## config.mk

```make
export PLATFORM = sky130hd
export DESIGN_NAME = reg_bank_avalon_interface
export DESIGN_NICKNAME = d
export VERILOG_FILES = /design/src/rtl/reg_bank_pkg.sv /design/src/rtl/reg_bank_word.sv /design/src/rtl/reg_bank_avalon_interface.sv
export SDC_FILE = /design/constraint.sdc
export NUM_CORES = 1
export LEC_CHECK = 0
export ABC_AREA = 1
export CORE_ASPECT_RATIO = 1.5
export CORE_MARGIN = 4
export CORE_UTILIZATION = 39
export DETAILED_ROUTE_END_ITERATION = 7
export GPL_TIMING_DRIVEN = 0
export PLACE_DENSITY = 0.69
export SLEW_MARGIN = 0
export SYNTH_ARGS = -nofsm -noshare
export SYNTH_HDL_FRONTEND = slang
export SYNTH_SLANG_ARGS = --single-unit
```

## constraint.sdc

```tcl
create_clock -name clock -period 1.5 [get_ports clock]
set_clock_uncertainty 0.15 [all_clocks]
set_input_delay 0.15 -clock clock [delete_from_list [all_inputs] [get_ports clock]]
set_output_delay 0.15 -clock clock [all_outputs]
set_load 0.02 [all_outputs]
```

## src/rtl/reg_bank_pkg.sv

```systemverilog
// Shared definitions for the Avalon-MM register bank: address offsets of the
// status registers above the general registers, decode select codes and the
// byte-lane mask helper used by every byteenable-gated write.
package reg_bank_pkg;

   // Offsets added to NUM_REGS to locate the status registers
   localparam int DIRTY_OFS    = 0;
   localparam int IRQ_MASK_OFS = 1;

   // Widest supported register is 64 bits, i.e. eight byte lanes
   localparam int MAX_BYTES = 8;

   // Which storage element a decoded address selects
   typedef enum logic [1:0] {
      SEL_NONE     = 2'd0,
      SEL_REG      = 2'd1,
      SEL_DIRTY    = 2'd2,
      SEL_IRQ_MASK = 2'd3
   } sel_e;

   // Expand per-byte enables into a per-bit mask; callers size-cast the
   // result down to their own data width.
   function automatic logic [8*MAX_BYTES-1:0] byte_mask(input logic [MAX_BYTES-1:0] be);
      logic [8*MAX_BYTES-1:0] m;
      m = '0;
      for (int i = 0; i < MAX_BYTES; i++) begin
         m[8*i +: 8] = {8{be[i]}};
      end
      return m;
   endfunction

endpackage

```

## src/rtl/reg_bank_word.sv

```systemverilog
// One general-purpose register of the bank. A write updates only the enabled
// byte lanes and always raises a one-cycle write strobe, even when no lane is
// enabled, so software can use an empty write as a pure notification.
module reg_bank_word
   import reg_bank_pkg::*;
#(
   parameter int DATA_W = 32
) (
   input  logic                clock,
   input  logic                reset,
   input  logic                wr_en,
   input  logic [DATA_W/8-1:0] byteenable,
   input  logic [DATA_W-1:0]   writedata,
   output logic [DATA_W-1:0]   q,
   output logic                wr_pulse
);

   logic [DATA_W-1:0] data_q;
   logic [DATA_W-1:0] data_d;
   logic [DATA_W-1:0] lane_mask;
   logic              pulse_q;
   logic              pulse_d;

   // Merge enabled byte lanes of the write data into the held value
   always_comb begin
      lane_mask = DATA_W'(byte_mask(MAX_BYTES'(byteenable)));
      data_d    = data_q;
      pulse_d   = wr_en;
      if (wr_en) begin
         data_d = (data_q & ~lane_mask) | (writedata & lane_mask);
      end
   end

   // Register contents and write strobe, cleared by reset
   always_ff @(posedge clock) begin
      if (reset) begin
         data_q  <= '0;
         pulse_q <= 1'b0;
      end else begin
         data_q  <= data_d;
         pulse_q <= pulse_d;
      end
   end

   assign q        = data_q;
   assign wr_pulse = pulse_q;

endmodule

```

## src/rtl/reg_bank_avalon_interface.sv

```systemverilog
// Avalon-MM slave register bank: NUM_REGS general registers exported on Q,
// a DIRTY status register (bit k set by any write to register k, cleared by
// writing 1) and, when REG_BANK_IRQ_EN is defined, an IRQ_MASK register that
// drives a registered interrupt from the masked DIRTY bits. Without the macro
// the IRQ_MASK address is unmapped and irq is constant 0.
// Reads have a fixed latency of one cycle.
module reg_bank_avalon_interface
   import reg_bank_pkg::*;
#(
   parameter int DATA_W   = 32,
   parameter int NUM_REGS = 8,
   parameter int ADDR_W   = $clog2(NUM_REGS + 2)
) (
   input  logic                       clock,
   input  logic                       reset,
   input  logic                       chipselect,
   input  logic                       read,
   input  logic                       write,
   input  logic [ADDR_W-1:0]          address,
   input  logic [DATA_W/8-1:0]        byteenable,
   input  logic [DATA_W-1:0]          writedata,
   output logic [DATA_W-1:0]          readdata,
   output logic                       readdatavalid,
   output logic [NUM_REGS*DATA_W-1:0] Q,
   output logic [NUM_REGS-1:0]        wr_pulse,
   output logic                       irq
);

   logic                wr_acc;
   logic                rd_acc;
   sel_e                sel;
   logic [NUM_REGS-1:0] reg_wr_en;
   logic [DATA_W-1:0]   lane_mask;
   logic [DATA_W-1:0]   word_q [NUM_REGS];
   logic [DATA_W-1:0]   rd_val;

   logic [DATA_W-1:0]   rdata_q;
   logic [DATA_W-1:0]   rdata_d;
   logic                rvalid_q;
   logic                rvalid_d;
   logic [NUM_REGS-1:0] dirty_q;
   logic [NUM_REGS-1:0] dirty_d;
`ifdef REG_BANK_IRQ_EN
   logic [NUM_REGS-1:0] irq_mask_q;
   logic [NUM_REGS-1:0] irq_mask_d;
   logic                irq_q;
   logic                irq_d;
`endif

   // Bus acceptance and address decode; a simultaneous read and write is a write
   always_comb begin
      wr_acc    = chipselect & write;
      rd_acc    = chipselect & read & ~write;
      lane_mask = DATA_W'(byte_mask(MAX_BYTES'(byteenable)));
      sel       = SEL_NONE;
      if (int'(address) < NUM_REGS) begin
         sel = SEL_REG;
      end else if (int'(address) == NUM_REGS + DIRTY_OFS) begin
         sel = SEL_DIRTY;
      end
`ifdef REG_BANK_IRQ_EN
      else if (int'(address) == NUM_REGS + IRQ_MASK_OFS) begin
         sel = SEL_IRQ_MASK;
      end
`endif
      reg_wr_en = '0;
      for (int k = 0; k < NUM_REGS; k++) begin
         reg_wr_en[k] = wr_acc && (sel == SEL_REG) && (int'(address) == k);
      end
   end

   // General registers, each with its own lane merge and write strobe
   for (genvar k = 0; k < NUM_REGS; k++) begin : g_word
      reg_bank_word #(
         .DATA_W(DATA_W)
      ) u_word (
         .clock     (clock),
         .reset     (reset),
         .wr_en     (reg_wr_en[k]),
         .byteenable(byteenable),
         .writedata (writedata),
         .q         (word_q[k]),
         .wr_pulse  (wr_pulse[k])
      );
      assign Q[k*DATA_W +: DATA_W] = word_q[k];
   end

   // Read mux over general registers and status registers; unmapped reads give 0
   always_comb begin
      rd_val = '0;
      unique case (sel)
         SEL_REG: begin
            for (int k = 0; k < NUM_REGS; k++) begin
               if (int'(address) == k) begin
                  rd_val = word_q[k];
               end
            end
         end
         SEL_DIRTY:    rd_val = DATA_W'(dirty_q);
`ifdef REG_BANK_IRQ_EN
         SEL_IRQ_MASK: rd_val = DATA_W'(irq_mask_q);
`else
         SEL_IRQ_MASK: rd_val = '0;
`endif
         default:      rd_val = '0;
      endcase
   end

   // Next state for read return path and status registers
   always_comb begin
      rvalid_d = rd_acc;
      rdata_d  = rd_acc ? rd_val : rdata_q;
      // A register write sets its dirty bit; a DIRTY write clears ones.
      // Both cannot happen in one cycle since only one address is decoded.
      dirty_d  = dirty_q | reg_wr_en;
      if (wr_acc && (sel == SEL_DIRTY)) begin
         dirty_d = dirty_q & ~NUM_REGS'(writedata & lane_mask);
      end
`ifdef REG_BANK_IRQ_EN
      irq_mask_d = irq_mask_q;
      if (wr_acc && (sel == SEL_IRQ_MASK)) begin
         irq_mask_d = (irq_mask_q & ~NUM_REGS'(lane_mask))
                    | NUM_REGS'(writedata & lane_mask);
      end
      irq_d = |(dirty_q & irq_mask_q);
`endif
   end

   // State registers; reset wins over any bus activity in the same cycle
   always_ff @(posedge clock) begin
      if (reset) begin
         rdata_q    <= '0;
         rvalid_q   <= 1'b0;
         dirty_q    <= '0;
`ifdef REG_BANK_IRQ_EN
         irq_mask_q <= '0;
         irq_q      <= 1'b0;
`endif
      end else begin
         rdata_q    <= rdata_d;
         rvalid_q   <= rvalid_d;
         dirty_q    <= dirty_d;
`ifdef REG_BANK_IRQ_EN
         irq_mask_q <= irq_mask_d;
         irq_q      <= irq_d;
`endif
      end
   end

   // A read whose return cycle coincides with reset is dropped
   assign readdatavalid = rvalid_q & ~reset;
   assign readdata      = rdata_q;

`ifdef REG_BANK_IRQ_EN
   assign irq = irq_q;
`else
   assign irq = 1'b0;
`endif

endmodule

```

Word level (Yosys, flattened, before mapping)
Cells that the tools add are included.
Word-level totals
  bits of input ports: 45
  logic and storage cells: 80
  output and inout bits: 298
  flip-flop bits (word level): 305
Operators by class
  muxes and demuxes: 12
  bitwise operators: 27
  magnitude comparators: 1
  equality and inequality tests: 10
  reductions and logical operators: 11
Operators with widths (number)
  bitwise AND 32 bit: 9
  two-way mux 32 bit: 8
  bitwise OR 32 bit: 8
  one-hot mux 32 bit (2 select lines): 1
  inverter 32 bit: 1
  equality test 4 bit (second input constant): 5
  logical AND 1 bit: 10
  bitwise AND 8 bit: 1
  equality test 4 x 3 -> 1 bit (second input constant): 2
  two-way mux 8 bit: 1
  inverter 8 bit: 1
  bitwise OR 8 bit: 1
  bitwise AND 1 bit: 4
  equality test 4 x 2 -> 1 bit (second input constant): 1
  zero test 4 bit: 1
  less-than comparator 4 bit (second input constant): 1
  two-way mux 2 bit: 2
  equality test 2 x 1 -> 1 bit (second input constant): 1
  equality test 2 bit (second input constant): 1
  inverter 1 bit: 2

Depth between registers and ports, before layout
Gate-level depths: netlist of run 1.
  word-level depth: 10
  depth in mapped cells: 12
  depth with buffers taken out: 11

By module
From an unflattened synthesis of run 1, not the netlist that was laid out.
Unflattened totals
  cells, all modules: 2354
  area, all modules: 14483.9 um2
Modules (own cells, without submodules)
  reg_bank_word: seq. area each 660.6 um2, cells each 207, area each 1337.5 um2, times used 8
  reg_bank_avalon_interface: seq. area each 820.8 um2, cells each 698, area each 3783.6 um2, times used 1

Worst setup path before layout of run 1
OpenSTA, ideal clock, no wires.
  path type: input-to-reg
  from: in address[2]
  to: reg (tool-made name)
  stages on the path: 11
  path slack: 18 ps
  arrival time: 1215 ps
  library setup time: 117 ps
  cell sequence: inv_1 -> nand2_1 -> nor2_4 -> inv_2 -> nor2_4 -> inv_2 -> nor2_2 -> inv_2 -> buf_6 -> o21ai_1 -> a21oi_1
RTL lines
  start, declared: line reg_bank_avalon_interface.sv:19  | input logic [ADDR_W-1:0] address,

==> summary.txt, run 1 <==
Worst-Margin Slew -> 0.786 ns
Gate power share -> 7.0%
Most frequent cell after synthesis -> nor2_1
Synthesis-to-finish area growth -> 32.9%
Synth area leaders -> dfxtp_1, nor2_1, o21ai_0, nand2_1, nand3_1
Worst r2r path cells -> 6
Via density -> 5.46
First-pass DRT Iterations -> 7
Clock insertion delay at the later pin of the skew report -> 0.58 ns
Reg2reg end -> readdata[31]
Initial Utilization -> 39.7%
Final Net Count -> 2244
Fin worst setup slack -> 0.00730 ns
Clock transition at path regs -> 0.07 ns
Post-DP HPWL -> 44.1 mm
Post-synth EDFFs -> 0
CP peak stage delay -> 0.41 ns
Rel. slew slack -> 47.6%
Seq cells post-synth -> 305
WP data required -> 1.20 ns
Wire per inst -> 21.7 um
First-pass GRT wire length -> 82.8 mm
Die Width -> 157 um
DR iter-0 viols -> 984
Clock sinks -> 305
Syn_nets -> 1832
CTS tree -> done
Area after DPL -> 0.0167 mm^2
Total GRT Usage -> 29.9%
Core area -> 0.0328 mm^2
CP Launch Type -> flip-flop
Vias -> 14402
Share of Yosys cell area claimed by the top area cell type -> 46.8%
Grt ovf -> 0
Buf/Inv on CP -> 1
Crit path capture type -> output port
Worst Hold Class -> in2reg
Net Sw Frac -> 24.3%
Crit path max-delay family -> flip-flops
YS warnings -> 0
Slew Limit Fails -> 0
Finished Cell Area -> 0.0173 mm^2
Hold Vio Cnt, Final -> 0
Worst path arrival time -> 1.19 ns
Post-synth top area cell -> dfxtp_1
RSZ-0062 raised after global routing -> false
Residual DRC count -> 0
Post-synthesis cell area -> 0.0130 mm^2
Status -> finished clean
Seq pwr share -> 46.0%
Max-cap violation count -> 0
Cts bufs inserted -> 31
Routability cong. -> 0.932
Crit path max-delay cell type -> dfxtp_1
Layout cell share with drive strength beyond 1 -> 27.3%
Synth cell types -> 29
Num ports -> 343
Post-synth ARST share -> 0%
Tcrit/Tclk final -> 99.5%
Min-delay src -> address[2]
Mapped Cells -> 1787
Final setup fails -> 0
CP max FO -> 3
P_int -> 0.0135 W
Antenna violations before repair -> 0
FP Rows -> 81
Worst hold path depth -> 5
H-tree depth -> 1
Crit-path cells -> buf_2
Port-buffer cells -> 315
R2r setup slk -> 0.03 ns
Post-synthesis sequential area ratio -> 46.8%
Fmax -> 670 MHz
Clock power frac -> 47.0%
Antenna viol nets, final -> 0
Worst vdd ir -> 0.823 mV
Pre-CTS WS -> -1.29 ns
Vias in the first global route -> 13979
Largest net degree at the start of global routing -> 15
N_diodes -> 0
Static Leakage -> 7.99 nW
CTS Buffer Depth -> 3
CP Class -> reg2out
Period minus WS final -> 1.49 ns
DRT Wirelength -> 57.2 mm
Synth cell count leaders -> nor2_1, dfxtp_1, o21ai_0
Clk Tree Root Cell -> clkbuf_16
Syn_area_per_cell -> 7.29 um^2
Die area -> 0.0365 mm^2
NetSw -> 0.00435 W
P per Cell Area -> 1030 mW/mm^2
Hold endpoint -> g_word[7].u_word.wr_pulse
Die height -> 232 um
Top_reg_cell synth -> dfxtp_1
## cells in the final DEF, fill, tap and decap left out, types with 2 or more instances in the layout
cell type          n
clkdlybuf4s15_2   14
nor2_1           390
o21ai_1           15
buf_2            290
nand2_1          194
a21oi_1          121
buf_1             11
inv_4              2
dlymetal6s2s_1     2
clkinvlp_4         3
nand3_1          122
clkinv_2           9
buf_4             58
dfxtp_2           26
clkbuf_4           9
clkdlybuf4s50_1   11
nand4_1           28
buf_12             5
clkbuf_1          45
clkbuf_2          22
nand2_2            4
a211oi_1          44
dlygate4sd3_1     27
clkbuf_8           4
nor2_2            24
nor2_8             3
clkbuf_16         31
bufinv_16          6
inv_2             26
inv_1            102
dfxtp_1          279
nand2_4            3
a211oi_2           5
a221oi_1           8
nor2_4            37
buf_6              9
or2_2              7
o21ai_0          215
nand3_2            5
## power groups by stage
stage                     clock network (W)  logic [W]  registers (W)
after floorplan                           0   0.000540        0.00847
after global placement                    0    0.00115        0.00840
after detailed placement                  0    0.00115        0.00840
after CTS                           0.00846    0.00122        0.00822
after global routing                0.00877    0.00132        0.00822
final                               0.00842    0.00125        0.00822
## worst max-delay path by stage
stage	from	endpoint	cells after the start	slack, ns
finish	flip-flop	Q[95]	1	0.007
global route	flip-flop	Q[124]	1	0.0002
CTS	readdata[6]	readdata[6]	1	0.0003
detailed placement	address[3]	readdata[27]	10	-1.29
global placement	address[3]	readdata[18]	10	-1.26
floorplan	address[2]	flip-flop	11	0.02
## layer usage
layer	up-vias	GRT usage (%)	share of wire, %
li1	6686	-	-
met1	6704	31.7	34
met2	788	52.4	49
met3	224	6.41	8.7
met4	0	20.3	7.9
met5	-	0	0
## timing repair
action	4_1_cts	5_1_grt
setup endpoints to repair	593	227
gates resized for setup	1286	89
hold buffers	26	1
buffers inserted	29	8
hold endpoints to repair	179	3
pin swaps	18	12
## metrics by stage
stage          setup TNS [ns]  total power [W]  utilization (%)  instances  hold slack (ns)
4_1_cts                     0           0.0179             52.7       2629           0.0212
3_5_place_dp          -281.95          0.00956             50.9       2517            0.307
6_report                    0           0.0179             52.8       2638           0.0359
2_1_floorplan               0          0.00900                -       1787            0.165
5_1_grt                     0           0.0183             52.8       2638           0.0331
3_3_place_gp          -274.16          0.00955             50.9       2517            0.306
## kinds of logic (layout without fill, tap and decap cells)
kind of cell	count (synthesis)	after routing	share of synthesized area, %
AO/OA/AOI/OAI	409	409	17.1
flip-flops	305	305	46.8
other	1	1	0.0288
buffers and inverters	254	690	8.52
AND/OR/NAND/NOR	818	818	27.5
## final cells by class
class / count / area, um^2
plain buffers: 119 / 647
clock buffers: 41 / 853
clock inverters: 16 / 236
fillers: 3280 / 15500
inverters: 135 / 539
multi-input cells: 1228 / 6010
flip-flops and latches: 305 / 6140
well taps: 415 / 519
repair buffers: 379 / 2380
Note: power is estimated with default switching activity, not from simulation.
==> run 2, diff against run 1 <==
--- a/config.mk
+++ b/config.mk
@@ -7,7 +7,7 @@
 export LEC_CHECK = 0
 export ABC_AREA = 1
 export CORE_ASPECT_RATIO = 1.5
-export CORE_MARGIN = 4
+export CORE_MARGIN = 5
 export CORE_UTILIZATION = 39
 export DETAILED_ROUTE_END_ITERATION = 7
 export GPL_TIMING_DRIVEN = 0
==> summary.txt, run 2 (same netlist as run 1, synthesis figures left out) <==
Worst-Margin Slew -> 0.698 ns (was 0.786 ns)
Leading cell type in the layout, fill and taps excluded -> nor2_1 (unchanged)
Fmax -> 670 MHz (about the same)
Synthesis-to-finish area growth -> 33.1% (was 32.9%)
CP Launch Type -> flip-flop (unchanged)
Worst path arrival time -> 1.19 ns (about the same)
First-pass GRT wire length -> 84.2 mm (was 82.8 mm)
Crit path max-delay family -> flip-flops (unchanged)
Antenna viol nets, final -> 0 (unchanged)
Crit-path cells -> buf_2 (unchanged)
CP max FO -> 3 (unchanged)
Fill count -> 3403 (was 3280)
Grt ovf -> 0 (unchanged)
Crit path max-delay cell type -> dfxtp_1 (unchanged)
Clock transition at path regs -> 0.06 ns (was 0.07 ns)
Hold Vio Cnt, Final -> 0 (unchanged)
Rel. slew slack -> 53.5% (was 47.6%)
Seq. cell area -> 0.00613 mm^2 (was 0.00614 mm^2)
Slew Limit Fails -> 0 (unchanged)
Initial Utilization -> 39.2% (was 39.7%)
Crit path capture type -> output port (unchanged)
Final setup fails -> 0 (unchanged)
FP Rows -> 82 (was 81)
Num ports -> 343 (unchanged)
Die height -> 234 um (was 232 um)
Period minus WS final -> 1.49 ns (about the same)
Die Width -> 159 um (was 157 um)
Vias in the first global route -> 13991 (was 13979)
CTS tree -> done (unchanged)
Clk Tree Root Cell -> clkbuf_16 (unchanged)
CP peak stage delay -> 0.42 ns (was 0.41 ns)
Tcrit/Tclk final -> 99.5% (about the same)
Routability cong. -> 0.929 (was 0.932)
Static Leakage -> 7.92 nW (was 7.99 nW)
CTS Buffer Depth -> 3 (unchanged)
Vias -> 14336 (was 14402)
Largest net degree at the start of global routing -> 20 (was 15)
Core area -> 0.0332 mm^2 (was 0.0328 mm^2)
Layout cell share with drive strength beyond 1 -> 26.9% (was 27.3%)
N_diodes -> 0 (unchanged)
Via density -> 5.42 (was 5.46)
First-pass DRT Iterations -> 6 (was 7)
Cts bufs inserted -> 30 (was 31)
Finished Cell Area -> 0.0173 mm^2 (about the same)
DRT Wirelength -> 57.8 mm (was 57.2 mm)
Port-buffer cells -> 315 (unchanged)
Total power -> 0.0172 W (was 0.0179 W)
Wire per inst -> 21.9 um (was 21.7 um)
Commonest non-fill, non-tap cells in the layout -> nor2_1, dfxtp_1, buf_2 (was nor2_1, buf_2, dfxtp_1)
Worst Hold Class -> in2reg (unchanged)
Area after DPL -> 0.0167 mm^2 (about the same)
Residual DRC count -> 0 (unchanged)
P per Cell Area -> 992 mW/mm^2 (was 1030 mW/mm^2)
DR iter-0 viols -> 1004 (was 984)
WP data required -> 1.20 ns (about the same)
Total GRT Usage -> 29.3% (was 29.9%)
Final Net Count -> 2246 (was 2244)
Buf/Inv on CP -> 1 (unchanged)
Antenna violations before repair -> 0 (unchanged)
Clock insertion delay at the later pin of the skew report -> 0.58 ns (about the same)
H-tree depth -> 1 (unchanged)
Area of the multi-input gates -> 0.00602 mm^2 (was 0.00601 mm^2)
Die area -> 0.0373 mm^2 (was 0.0365 mm^2)
Clock sinks -> 305 (unchanged)
CP Class -> reg2out (unchanged)
Max-cap violation count -> 0 (unchanged)
Status -> finished clean (unchanged)
Worst vdd ir -> 0.796 mV (was 0.823 mV)
Post-DP HPWL -> 45.0 mm (was 44.1 mm)
-- run 2: cell count changes in the layout (fill, tap and decap cells not counted), sizes merged, moves of 3 or more --
cell / before / now
clkbuf: 111 / 114
clkdlybuf4s15: 14 / 27
buf: 373 / 368
bufinv: 7 / 2
clkinv: 10 / 4
-- run 2: final cells by class --
class | count | area share [%]
clock inverter | 5 | 0.303
inverter | 135 | 3.17
timing repair buffer | 382 | 14.1
sequential | 305 | 35.3
clock buffer | 49 | 5.44
multi-input combinational | 1229 | 34.7
buffer | 118 | 3.91
tap | 420 | 3.03
-- run 2: through the flow --
| step | worst slack [ns] | utilization (%) | std cells | TNS, ns | hold WS [ns] |
|---|---|---|---|---|---|
| after floorplan | 0.0180 | - | 1787 | 0 | 0.165 |
| after global placement | -1.22 | 50.3 | 2522 | -273.49 | 0.306 |
| after detailed placement | -1.24 | 50.3 | 2522 | -280.96 | 0.309 |
| after CTS | -0.0152 | 51.6 | 2616 | -0.0152 | 0.0201 |
| after global routing | -0.0161 | 52.2 | 2643 | -0.0354 | 0.0339 |
| final | 0.00677 | 52.2 | 2643 | 0 | 0.00917 |
-- run 2: path summary, 6_finish.rpt --
path,from,endpoint,slack (ns),cells after the start
max reg2reg,flip-flop,readdata[9],0.05,6
min reg2reg,readdata[21],readdata[21],0.32,2
max,flip-flop,Q[93],0.007,1
min,write,readdata[1],0.009,5
-- run 2: timing repair --
action,CTS,global route
gates resized for setup,1276,97
setup buffers,14,27
endpoints found under the setup margin,593,252
hold endpoints to repair,173,0
pin swaps,13,14
hold buffers,26,0
gates cloned,1,0
-- run 2: power by group --
group | internal, W | leakage, nW | switching (W) | total, W
registers | 0.00817 | 2.47 | 0.0000553 | 0.00822
logic | 0.000368 | 4.96 | 0.000906 | 0.00127
clock network | 0.00443 | 0.489 | 0.00327 | 0.00771
-- run 2: metal layers --
metal / share of wire, % / global-route usage [%] / up-vias
met1: 35 / 30.7 / 6699
met3: 7.8 / 6.54 / 221
met2: 50 / 52.5 / 724
met4: 7.7 / 19.4 / 0
li1: - / - / 6692
met5: 0 / 0 / -
==> RTL edit: new RTL, config.mk and constraints of run 2 <==
The parameter `NUM_REGS` goes from 8 to 16.
--- a/src/rtl/reg_bank_avalon_interface.sv
+++ b/src/rtl/reg_bank_avalon_interface.sv
@@ -8,7 +8,7 @@
    import reg_bank_pkg::*;
 #(
    parameter int DATA_W   = 32,
-   parameter int NUM_REGS = 8,
+   parameter int NUM_REGS = 16,
    parameter int ADDR_W   = $clog2(NUM_REGS + 2)
 ) (
    input  logic                       clock,
Interface: changed (resized Q, address and wr_pulse); port bits go from 343 to 608. No check against the original RTL was run, so the function may have changed too.
==> RTL edit against run 2 <==
Area after synthesis rose by 91%; total power rose by 93%; critical path depth rose by 9; worst setup slack got worse by 440 ps; sequential power rose by 87%; cell count rose by 96%; largest cell class is now multi-input gates; the flow now finishes with violations (negative hold slack, negative setup slack); hold slack got worse by 13 ps; wire length rose to 2.5 times the old value; register-to-register slack got worse by 480 ps; sequential cell count rose by 272; utilization rose by 4.6 points; cell area rose by 110%; combinational power rose by 110%; clock power rose by 97%.
==> RTL edit: results (changes against run 2) <==
* Status: finished, violations left (was complete, no violations)
* Failing checks: negative hold slack, negative setup slack
* GRT Resource Usage Total at 39.4% (was 29.3%)
* Hold_sp: chipselect (was write)
* Drt initial violations at 3083 (was 1004)
* Final HPWL DP at 114 mm (was 45.0 mm)
* Setup ws final at -434 ps (was 6.77 ps)
* Worst VDD drop at 0.816 mV (was 0.796 mV)
* Layout cells sized above 1 at 35.3% (was 26.9%)
* Leakage at 14.5 nW (was 7.92 nW)
* Count of final setup violators at 57 (was 0)
* Routability Congestion at 0.980 (was 0.929)
* Critical Path End Type: flip-flop (was primary output)
* R2r endpoint: readdata[13] (was readdata[9])
* Most frequent cells after synthesis: nand2_1, a21oi_1, dfxtp_1 (was nor2_1, dfxtp_1, o21ai_0)
* Crit-path max cell delay at 360 ps (was 420 ps)
* Share of the yosys chip area belonging to registers at 46.4% (was 46.8%)
* Clock Latency Late Sink at 650 ps (was 580 ps)
* Wirelength per Cell at 28.1 um (was 21.9 um)
* Placed Cells at 4964 (was 2522)
* Fillers at 6219 (was 3403)
* Top post-synthesis cells by area: dfxtp_1, nand2_1, a21oi_1 (was dfxtp_1, nor2_1, o21ai_0)
* Largest net degree at the start of global routing at 15 (was 20)
* Placed cell area at 32500 um2 (was 16700 um2)
* Endpoints failing hold at 1 (was 0)
* Min Hold Slack at -4.27 ps (was 9.17 ps)
* Inserted Clock Buffers at 57 (was 30)
* NumNets Final at 4367 (was 2246)
* Synth cell types at 24 (was 29)
## RTL edit: where the power goes
| group | leakage [nW] | internal, mW | switching, mW |
|---|---|---|---|
| clock network | 0.946 | 8.59 | 6.59 |
| registers | 4.80 | 15.4 | 0.0529 |
| logic | 8.74 | 0.643 | 2.00 |
| total | 14.5 | 24.6 | 8.64 |
## RTL edit: how the worst min path moves through the flow
stage	slack, ps	end	cells after the start
after floorplan	110	dirty_q[1]	1
after detailed placement	300	flip-flop	2
after CTS	9	flip-flop	4
final	-4	readdata[0]	6
after global placement	300	flip-flop	2
after global routing	10	readdata[2]	6
## RTL edit: area by class of cell
cell class	instances	area (um2)	share of cell area [%]
diodes	7	17.5	0.0487
plain buffers	270	1840	5.12
clock buffers	93	1780	4.96
clock inverters	11	136	0.379
inverters	322	1300	3.60
multi-input cells	2373	12100	33.5
flip-flops and latches	577	11900	33.2
well taps	805	1010	2.80
repair buffers	719	5910	16.4
repair inverters	1	3.75	0.0104
## RTL edit: routing by layer
metal  GRT usage (%)  wire length, um  vias up
met4            31.6            15000        0
met3            9.48            13300      611
met2            64.4            66200     1953
met1            43.5            50800    13919
met5               0                0        -
li1                -                -    13306
## RTL edit: worst min-delay path, cell delays in order
cell and delay, ps:
dlymetal6s2s_1 140, nand2_1 100, nor2_4 60, clkinv_2 110, a21oi_1 70, a21oi_2 130
## RTL edit: kinds of logic (layout without fill, tap and decap cells)
kind of cell	count (synthesis)	after routing
buf+inv	608	1416
other cells	1	8
compound gates	930	930
flops	577	577
simple gates	1442	1442
## RTL edit: timing repair
action | in CTS | in global routing
pin swaps | 78 | 115
setup buffers | 71 | 31
endpoints found under the setup margin | 1136 | 606
gates cloned | 11 | 4
gates resized for setup | 3373 | 473
endpoints found under the hold margin | 26 | 0
hold buffers | 7 | 0
## RTL edit: metrics by stage
stage / setup slack (ps) / power, mW / hold slack (ps)
after floorplan: -99.6 / 16.9 / 114
after global placement: -2390 / 18.1 / 300
after detailed placement: -2370 / 18.1 / 304
after CTS: -412 / 33.0 / 8.57
after global routing: -455 / 33.8 / 10.2
final: -434 / 33.2 / -4.27
